$ cat src/rtl/tdma_dispatcher_if.sv
// TDMA dispatcher bus: slot lengths, queue pop handshake,
// downstream valid/ready, slot owner and frame pulse.
interface tdma_dispatcher_if #(
  parameter int NUMBER_OF_QUEUES = 4,
  parameter int REGISTER_SIZE    = 32
);
  localparam int N     = NUMBER_OF_QUEUES;
  localparam int W     = REGISTER_SIZE;
  localparam int SEL_W = $clog2(NUMBER_OF_QUEUES);

  logic [N-1:0][W-1:0] delta;
  logic [N-1:0]        queue_valid;
  logic [N-1:0]        queue_ready;
  logic                out_valid;
  logic                out_ready;
  logic [SEL_W-1:0]    out_queue;
  logic [SEL_W-1:0]    slot;
  logic                frame_start;

  modport slave (
    input  delta, queue_valid, out_ready,
    output queue_ready, out_valid, out_queue,
    output slot, frame_start
  );

  modport master (
    output delta, queue_valid, out_ready,
    input  queue_ready, out_valid, out_queue,
    input  slot, frame_start
  );
endinterface

$ cat src/rtl/tdma_dispatcher.sv
// TDMA dispatcher: slot timer plus IDLE/BUSY grant FSM.
// Ports: clock, reset (async high), bus (slave modport).
module tdma_dispatcher #(
  parameter int NUMBER_OF_QUEUES = 4,
  parameter int REGISTER_SIZE    = 32,
  parameter int WORK_CONSERVING  = 1
) (
  input  logic               clock,
  input  logic               reset,
  tdma_dispatcher_if.slave   bus
);
  localparam int N     = NUMBER_OF_QUEUES;
  localparam int W     = REGISTER_SIZE;
  localparam int SEL_W = $clog2(NUMBER_OF_QUEUES);

  typedef enum logic {IDLE, BUSY} state_t;

  state_t           state_q, state_d;
  logic [SEL_W-1:0] slot_q, slot_d;
  logic [W-1:0]     cnt_q, cnt_d;
  logic [W-1:0]     len_q, len_d;
  logic             first_q, first_d;
  logic             init_q, init_d;
  logic             frame_q, frame_d;
  logic             ov_q, ov_d;
  logic [SEL_W-1:0] oq_q, oq_d;
  logic [SEL_W-1:0] rr_q, rr_d;

  logic [N-1:0]     nz;
  logic [SEL_W-1:0] cur_slot;
  logic [W-1:0]     len;
  logic             owner;
  logic             fb_hit;
  logic [SEL_W-1:0] fb_idx;
  logic             hit;
  logic [SEL_W-1:0] cand;
  logic [N-1:0]     qr;

  function automatic logic [SEL_W-1:0] wrap(
    input int v
  );
    return SEL_W'(v % N);
  endfunction

  // First nonzero-delta index from s (or after s).
  function automatic logic [SEL_W-1:0] nz_from(
    input logic [SEL_W-1:0] s,
    input logic [N-1:0]     m,
    input int               off
  );
    logic [SEL_W-1:0] r;
    logic             f;
    r = s;
    f = 1'b0;
    for (int k = 0; k < N; k++) begin
      if (!f && m[wrap(int'(s) + k + off)]) begin
        r = wrap(int'(s) + k + off);
        f = 1'b1;
      end
    end
    return r;
  endfunction

  always_comb begin
    for (int i = 0; i < N; i++) begin
      nz[i] = |bus.delta[i];
    end
  end

  // The first cycle after reset resolves the opening slot
  // directly from delta so it can already own that cycle.
  assign cur_slot = init_q ? nz_from('0, nz, 0) : slot_q;
  assign len = (init_q | first_q) ? bus.delta[cur_slot]
                                  : len_q;
  assign owner = |len;

  always_comb begin
    slot_d  = cur_slot;
    cnt_d   = cnt_q + 1'b1;
    len_d   = len;
    first_d = 1'b0;
    frame_d = 1'b0;
    init_d  = 1'b0;
    if (len == '0) begin
      cnt_d   = '0;
      first_d = 1'b1;
      if (|nz) begin
        slot_d  = nz_from(cur_slot, nz, 1);
        frame_d = slot_d <= cur_slot;
      end
    end else if (cnt_q == len - 1'b1) begin
      cnt_d   = '0;
      first_d = 1'b1;
      slot_d  = nz_from(cur_slot, nz, 1);
      frame_d = slot_d <= cur_slot;
    end
  end

  always_comb begin
    fb_hit = 1'b0;
    fb_idx = '0;
    for (int k = 0; k < N; k++) begin
      if (!fb_hit
          && wrap(int'(rr_q) + k) != cur_slot
          && bus.queue_valid[wrap(int'(rr_q) + k)]) begin
        fb_hit = 1'b1;
        fb_idx = wrap(int'(rr_q) + k);
      end
    end
  end

  always_comb begin
    state_d = state_q;
    ov_d    = ov_q;
    oq_d    = oq_q;
    rr_d    = rr_q;
    hit     = 1'b0;
    cand    = '0;
    qr      = '0;
    unique case (state_q)
      IDLE: begin
        if (owner && bus.queue_valid[cur_slot]) begin
          hit  = 1'b1;
          cand = cur_slot;
        end else if (WORK_CONSERVING != 0 && fb_hit) begin
          hit  = 1'b1;
          cand = fb_idx;
          rr_d = wrap(int'(fb_idx) + 1);
        end
        if (hit && !reset) begin
          qr[cand] = 1'b1;
          state_d  = BUSY;
          ov_d     = 1'b1;
          oq_d     = cand;
        end
      end
      BUSY: begin
        if (bus.out_ready) begin
          state_d = IDLE;
          ov_d    = 1'b0;
        end
      end
      default: state_d = IDLE;
    endcase
  end

  always_ff @(posedge clock or posedge reset) begin
    if (reset) begin
      state_q <= IDLE;
      slot_q  <= '0;
      cnt_q   <= '0;
      len_q   <= '0;
      first_q <= 1'b1;
      init_q  <= 1'b1;
      frame_q <= 1'b0;
      ov_q    <= 1'b0;
      oq_q    <= '0;
      rr_q    <= '0;
    end else begin
      state_q <= state_d;
      slot_q  <= slot_d;
      cnt_q   <= cnt_d;
      len_q   <= len_d;
      first_q <= first_d;
      init_q  <= init_d;
      frame_q <= frame_d;
      ov_q    <= ov_d;
      oq_q    <= oq_d;
      rr_q    <= rr_d;
    end
  end

  assign bus.queue_ready = qr;
  assign bus.out_valid   = ov_q;
  assign bus.out_queue   = oq_q;
  assign bus.slot        = reset ? '0 : cur_slot;
  assign bus.frame_start = !reset
                        && (init_q ? |nz : frame_q);
endmodule
$ cat src/flat_wrapper.sv
// flat-port wrapper written by rule: the top's interface ports become plain ports
module tdma_dispatcher_flat 
#(
  parameter int NUMBER_OF_QUEUES = 4,
  parameter int REGISTER_SIZE    = 32,
  parameter int WORK_CONSERVING  = 1
)
  (clock, reset, bus_delta, bus_queue_valid, bus_out_ready, bus_queue_ready, bus_out_valid, bus_out_queue, bus_slot, bus_frame_start);
  tdma_dispatcher_if #(.NUMBER_OF_QUEUES(NUMBER_OF_QUEUES), .REGISTER_SIZE(REGISTER_SIZE)) bus_i ();
  input  logic clock;
  input  logic reset;
  input wire logic [$bits(bus_i.delta)-1:0] bus_delta;
  input wire logic [$bits(bus_i.queue_valid)-1:0] bus_queue_valid;
  input wire logic [$bits(bus_i.out_ready)-1:0] bus_out_ready;
  output wire logic [$bits(bus_i.queue_ready)-1:0] bus_queue_ready;
  output wire logic [$bits(bus_i.out_valid)-1:0] bus_out_valid;
  output wire logic [$bits(bus_i.out_queue)-1:0] bus_out_queue;
  output wire logic [$bits(bus_i.slot)-1:0] bus_slot;
  output wire logic [$bits(bus_i.frame_start)-1:0] bus_frame_start;
  assign bus_i.delta = bus_delta;
  assign bus_i.queue_valid = bus_queue_valid;
  assign bus_i.out_ready = bus_out_ready;
  assign bus_queue_ready = bus_i.queue_ready;
  assign bus_out_valid = bus_i.out_valid;
  assign bus_out_queue = bus_i.out_queue;
  assign bus_slot = bus_i.slot;
  assign bus_frame_start = bus_i.frame_start;
  tdma_dispatcher #(.NUMBER_OF_QUEUES(NUMBER_OF_QUEUES), .REGISTER_SIZE(REGISTER_SIZE), .WORK_CONSERVING(WORK_CONSERVING)) u_core (.clock(clock), .reset(reset), .bus(bus_i));
endmodule
$ cat config.mk
export PLATFORM = sky130hd
export DESIGN_NAME = tdma_dispatcher_flat
export DESIGN_NICKNAME = d
export VERILOG_FILES = /design/src/rtl/tdma_dispatcher_if.sv /design/src/rtl/tdma_dispatcher.sv /design/src/flat_wrapper.sv
export SDC_FILE = /design/constraint.sdc
export NUM_CORES = 1
export LEC_CHECK = 0
export BUFFER_PORTS_ARGS = -buffer_cell sky130_fd_sc_hd__buf_4
export CAP_MARGIN = 5
export CORE_MARGIN = 2
export CORE_UTILIZATION = 30
export CTS_CLUSTER_DIAMETER = 200
export DETAILED_ROUTE_END_ITERATION = 6
export HOLD_SLACK_MARGIN = 0.12
export SYNTH_ARGS = -nofsm -noshare
export SYNTH_HDL_FRONTEND = slang
export SYNTH_SLANG_ARGS = --single-unit
$ cat constraint.sdc
create_clock -name clock -period 10.65 [get_ports clock]
set_input_delay 2.13 -clock clock [delete_from_list [all_inputs] [get_ports clock]]
set_output_delay 2.13 -clock clock [all_outputs]
set_load 0.05 [all_outputs]
# After elaboration in Yosys (flattened, before gate mapping)
# Index checks and enable logic that the tools add are counted.
[totals]
register_bits = 75
word_cells = 180
[classes]
mux = 92
addsub = 12
order_cmp = 13
reduce_logical = 43
n_bitwise = 3
eq_ne = 7
[ops]
columns = ["op", "count"]
rows = [
  ["$reduce_or A32 Y1", 5],
  ["$mux W32", 4],
  ["$reduce_or A128 Y1", 1],
  ["$bmux W32 S2", 1],
  ["$mux W2", 25],
  ["$mux W1", 48],
  ["$add A32 B1 Y32 const B", 1],
  ["$eq A32 B32 Y1", 1],
  ["$logic_not A32 Y1", 1],
  ["$sub A32 B1 Y32 const B", 1],
  ["$lt A2 B3 Y1 const B", 10],
  ["$logic_and A1 B1 Y1", 20],
  ["$bmux W1 S2", 9],
  ["$add A2 B2 Y2 const B", 7],
  ["$logic_not A1 Y1", 13],
  ["$mux W4", 2],
  ["$ne A2 B2 Y1", 4],
  ["$add A2 B1 Y2 const B", 3],
  ["$le A2 B2 Y1", 2],
  ["$pmux W1 S2", 2],
  ["$reduce_and A2 Y1", 2],
  ["$reduce_and A3 Y1", 1],
  ["$demux W1 S2", 1],
  ["$ge A2 B1 Y1 const B", 1],
  ["other kinds (4)", 5],
]

# Longest topological paths before layout
[logic_depth]
ltp_word = 37
ltp_mapped = 26
mapped_depth_nobuf = 21

# Worst setup path after synthesis
# No wires, ideal clock.
[synth_path]
path_type = "input port to output port"
start = "input port bus_delta[33]"
end = "output port bus_queue_ready[1]"
n_path_buf = 4
t_arrival_ns = 7.204
cell_stages = 21
slack_ns = 1.316
cell_sequence = "nor4_1 -> and4_1 -> and3_1 -> buf_2 -> o21ai_4 -> nand2_4 -> clkbuf_1 -> buf_1 -> mux2_2 -> a221oi_1 -> ha_1 -> and3_1 -> nand4_1 -> nor2_2 -> nand3_1 -> or2_1 -> and2_1 -> clkbuf_1 -> nand3b_1 -> a211o_1 -> nor2b_1"
[synth_between]
elab_chain_len = 34
word_cells_on_any_way = 55
classes_between = "order compare (2); eq/ne (4); mux (29); reduce/logical (20)"
[synth_lines]
columns = ["element", "line", "rtl"]
rows = [
  ["start, declared", "flat_wrapper.sv:12", "input wire logic [$bits(bus_i.delta)-1:0] bus_delta;"],
  ["$reduce_or A32 Y1", "tdma_dispatcher.sv:66", "nz[i] = |bus.delta[i];"],
  ["$logic_and A1 B1 Y1", "tdma_dispatcher.sv:56", "if (!f && m[wrap(int'(s) + k + off)]) begin"],
  ["$mux W1", "tdma_dispatcher.sv:56", ""],
  ["$logic_not A1 Y1", "tdma_dispatcher.sv:56", ""],
  ["$logic_and A1 B1 Y1", "tdma_dispatcher.sv:56", ""],
  ["$mux W1", "tdma_dispatcher.sv:56", ""],
  ["$logic_not A1 Y1", "tdma_dispatcher.sv:56", ""],
  ["$logic_and A1 B1 Y1", "tdma_dispatcher.sv:56", ""],
  ["(+18 left out)", "-", ""],
  ["$mux W2", "tdma_dispatcher.sv:122", "if (owner && bus.queue_valid[cur_slot]) begin"],
  ["$mux W2", "tdma_dispatcher.sv:120", "unique case (state_q)"],
  ["$lt A2 B3 Y1 (not written as such) / $ge A2 B1 Y1 (equally long branches)", "tdma_dispatcher.sv:131", "qr[cand] = 1'b1;"],
  ["$logic_and A1 B1 Y1 (not written as such)", "tdma_dispatcher.sv:131", ""],
  ["$mux W1 (not written as such)", "tdma_dispatcher.sv:131", ""],
  ["$demux W1 S2", "-", ""],
  ["$mux W4 *", "tdma_dispatcher.sv:130", "if (hit && !reset) begin"],
  ["$mux W4 *", "tdma_dispatcher.sv:120", ""],
  ["end, declared", "flat_wrapper.sv:15", "output wire logic [$bits(bus_i.queue_ready)-1:0] bus_queue_ready;"],
]
# Every way passes the cells marked *; elsewhere a longest branch is shown, timed or not. The select of a mux whose other input is x is not followed.

# Final worst setup path
[layout_path]
start = "input port bus_delta[79]"
end = "output port bus_queue_ready[1]"
[layout_between]
elab_chain_len = 31
word_cells_on_any_way = 51
classes_between = "order compare (2); eq/ne (4); mux (27); reduce/logical (18)"
[layout_lines]
columns = ["element", "line", "rtl"]
rows = [
  ["$reduce_or A32 Y1", "tdma_dispatcher.sv:66", ""],
  ["$logic_and A1 B1 Y1", "tdma_dispatcher.sv:56", ""],
  ["$mux W1", "tdma_dispatcher.sv:56", ""],
  ["$logic_not A1 Y1", "tdma_dispatcher.sv:56", ""],
  ["$logic_and A1 B1 Y1", "tdma_dispatcher.sv:56", ""],
  ["$mux W2", "tdma_dispatcher.sv:56", ""],
  ["$mux W2", "tdma_dispatcher.sv:72", "assign cur_slot = init_q ? nz_from('0, nz, 0) : slot_q;"],
  ["$ne A2 B2 Y1", "tdma_dispatcher.sv:104", "&& wrap(int'(rr_q) + k) != cur_slot"],
  ["(+15 left out)", "-", ""],
  ["$mux W2", "tdma_dispatcher.sv:122", ""],
  ["$mux W2", "tdma_dispatcher.sv:120", ""],
  ["$lt A2 B3 Y1 (not written as such) / $ge A2 B1 Y1 (equally long branches)", "tdma_dispatcher.sv:131", ""],
  ["$logic_and A1 B1 Y1 (not written as such)", "tdma_dispatcher.sv:131", ""],
  ["$mux W1 (not written as such)", "tdma_dispatcher.sv:131", ""],
  ["$demux W1 S2", "-", ""],
  ["$mux W4 *", "tdma_dispatcher.sv:130", ""],
  ["$mux W4 *", "tdma_dispatcher.sv:120", ""],
]
# Marks and branches as above.

==> load_flow_metrics.sql <==
INSERT INTO impl_metrics (metric_group, metric, value, unit) VALUES
('clocking', 'clock_tree.htree_level_count', '3', ''),
('floorplanning', 'fp-row-count', '53', ''),
('placement', 'placement.io_buffers', '144', ''),
('clocking', 'numClockSinks', '75', ''),
('min_path', 'worstHoldEndpoint', 'u_core.bus.out_queue[1]', ''),
('global_routing', 'globalRouteOverflowTotal', '0', ''),
('global_routing', 'grt_max_degree', '77', ''),
('layout', 'area_of_the_multi_input_gates', '4250', 'sq um'),
('timing', 'final_number_of_max_transition_violations', '0', ''),
('yosys', 'syn-num-nets', '925', ''),
('yosys', 'ys.warnings.count', '0', ''),
('timing', 'timing.final.crit_share', '0.937', ''),
('setup_path', 'cp-end-kind', 'output port', ''),
('status', 'status', 'finished clean', ''),
('route', 'dr.first_iter.drc_count', '440', ''),
('min_path', 'hold_path_depth', '2', ''),
('yosys', 'synth_most_common_cell', 'nand2_1', ''),
('timing', 'report.final.setup_viol', '0', ''),
('yosys', 'synth_largest_type_area_fraction', '0.284', ''),
('yosys', 'yosysTopAreaCell', 'dfrtp_1', ''),
('min_path', 'timing.hold.worst.start', 'u_core.bus.out_queue[1]', ''),
('yosys', 'synth_enable_flop_cells', '0', ''),
('pwr', 'power-per-cell-area', '120', 'nW/um^2'),
('setup_path', 'reg2reg_setup_slack', '4.38', 'ns'),
('global_routing', 'grt_pass1_wl', '38900', 'microns'),
('route', 'wire_per_inst', '21.3', 'microns'),
('timing', 'tightestPinTransition', '1.03', 'ns'),
('global_routing', 'first_global_vias', '6721', ''),
('yosys', 'syn-mean-instance-area', '8.18', 'sq um'),
('setup_path', 'r2r.worst_path.cells', '16', ''),
('clocking', 'root_buffer', 'clkbuf_16', ''),
('yosys', 'syn-cell-area', '6430', 'sq um'),
('pwr', 'worst_ir_drop_vdd', '0.0000673', 'V'),
('floorplanning', 'die-width', '150', 'microns'),
('setup_path', 'worst_setup_path_class', 'in -> out', ''),
('setup_path', 'worst-path-buf-inv', '4', ''),
('setup_path', 'critical-path-slowest-cell', 'nor4_1', ''),
('clocking', 'post_cts.resized_instances', '0', ''),
('layout', 'num-fill-cells', '2167', ''),
('setup_path', 'crit_top_cell', 'buf_4', ''),
('flow_run', 'maxCapViolCount', '0', ''),
('route', 'avgViaCountPerCell', '5.75', ''),
('layout', 'area.sequential', '1880', 'sq um'),
('setup_path', 'crit_path_max_incr_delay', '0.76', 'ns'),
('floorplanning', 'start_util', '0.306', ''),
('floorplanning', 'top_level_ports', '145', ''),
('floorplanning', 'die_h', '150', 'microns'),
('setup_path', 'worstPathCellList', 'buf_4 > nor4_1 > nand4_1 > or2_1 > o21ai_4 > nand2_4 > inv_2 > buf_4 > mux2i_1 > o21ai_0 > or4_1 > nor3_1 > nand3_1 > or2_1 > and2_1 > o21ai_0 > nor2b_1 > buf_4', ''),
('yosys', 'ys_seq_area_frac', '0.292', ''),
('setup_path', 'cp_data_required_time', '8.52', 'ns'),
('layout', 'areaGrowthSynthToFinish', '27.4', '%'),
('setup_path', 'critical_path_arrival', '7.84', 'ns'),
('route', 'drc_violations_left', '0', ''),
('floorplanning', 'die_area', '22600', 'sq um'),
('timing', 'fin_setup_tns', '0', 'ns'),
('yosys', 'synth-main-ff-cell', 'dfrtp_1', ''),
('clocking', 'cts_inserted_buffers', '9', ''),
('placement', 'hpwl_dp', '20700', 'microns'),
('clocking', 'clk_latency', '0.35', 'ns'),
('clocking', 'ctsHoldBuffers', '0', ''),
('setup_path', 'crit_path_max_fanout', '19', ''),
('layout', 'fraction_of_layout_instances_using_a_drive_strength_above_1', '0.242', ''),
('clocking', 'cts_tree', 'built', ''),
('layout', 'final_util', '0.390', ''),
('min_path', 'hold_class', 'reg -> reg', ''),
('timing', 'final_number_of_hold_violating_endpoints', '0', ''),
('setup_path', 'timing.critical_path.max_delay_family', 'simple AND/OR/NAND/NOR gates', ''),
('setup_path', 'start_kind', 'input pin', ''),
('clocking', 'clock_transition_at_path_regs', '0.06', 'ns'),
('yosys', 'async_flop_share', '1.00', ''),
('route', 'antenna_violating_nets_post_route', '0', '');
==> layout by cell type (no fill, tap or decap), types with 32 or more instances in the layout <==
cell type / count
buf_4: 169
xnor2_1: 37
nor2_1: 85
mux2i_1: 35
dfrtp_1: 73
o21ai_0: 34
inv_1: 35
xor2_1: 32
nor4_1: 42
nand2_1: 92
==> per-stage QoR <==
stage          instance area (sq um)  worst slack, ns  cells  power [mW]  hold slack, ns
2_1_floorplan                   6430             1.32    786       0.545           0.471
3_3_place_gp                    7890            0.994   1197       0.668           0.462
3_5_place_dp                    7890            0.841   1197       0.669           0.470
4_1_cts                         8190            0.839   1213       0.991           0.483
5_1_grt                         8190            0.197   1213        1.04           0.523
6_report                        8190            0.675   1213       0.987           0.477
==> power by group <==
group / switching [mW] / leakage, nW / internal [mW]
clock: 0.125 / 0.153 / 0.194
sequential: 0.0257 / 0.957 / 0.307
combinational: 0.196 / 2.45 / 0.138
total: 0.347 / 3.56 / 0.640
==> area by class of cell <==
| class | count | area share |
|---|---|---|
| multi-input cells | 640 | 0.519 |
| clock inverters | 4 | 0.00596 |
| clock buffers | 12 | 0.0313 |
| inverters | 38 | 0.0176 |
| repair buffers | 169 | 0.155 |
| well taps | 275 | 0.0420 |
| flip-flops and latches | 75 | 0.229 |
==> worst max path at each step <==
stage	start	to	slack (ns)	cells past startpoint
detailed placement	bus_delta[79]	bus_queue_ready[1]	0.84	18
finish	bus_delta[79]	bus_queue_ready[1]	0.68	18
global route	bus_delta[79]	bus_queue_ready[3]	0.20	18
CTS	bus_delta[111]	bus_queue_ready[1]	0.84	17
global placement	bus_delta[111]	bus_queue_ready[1]	0.99	17
floorplan	bus_delta[33]	bus_queue_ready[1]	1.32	21
==> per-layer routing <==
layer	share of wire	up-vias	GRT usage
met5	0	-	0
met4	0.041	0	0.0986
met3	0.11	73	0.0612
met2	0.44	402	0.354
met1	0.41	3296	0.296
li1	-	3206	-
==> cells by family (layout without fill, tap and decap cells) <==
kind of cell | count (synthesis) | count (layout) | synth area share
simple gates | 355 | 355 | 0.280
compound gates | 157 | 157 | 0.180
flops | 75 | 75 | 0.292
buf+inv | 71 | 223 | 0.0465
xor+xnor | 69 | 69 | 0.0940
mux | 54 | 54 | 0.0983
fa+ha+maj | 4 | 4 | 0.00779
other cells | 1 | 1 | 0.000583
==> registers in the layout, indices dropped and copies added, names as in the netlist <==
signal and count:
u_core.init_q 1, u_core.frame_q 1, u_core.bus.out_queue 2, u_core.first_q 1, u_core.state_q 1, u_core.slot_q 2, u_core.rr_q 2, u_core.bus.out_valid 1
u_core.len_q 32, u_core.cnt_q 32
==> worst min-delay path, cell delays in order (launching register included) <==
cell and delay (ns):
dfrtp_1 0.34, nand2_1 0.05, nand2_1 0.06
Note: power is estimated with default switching activity, not from simulation.
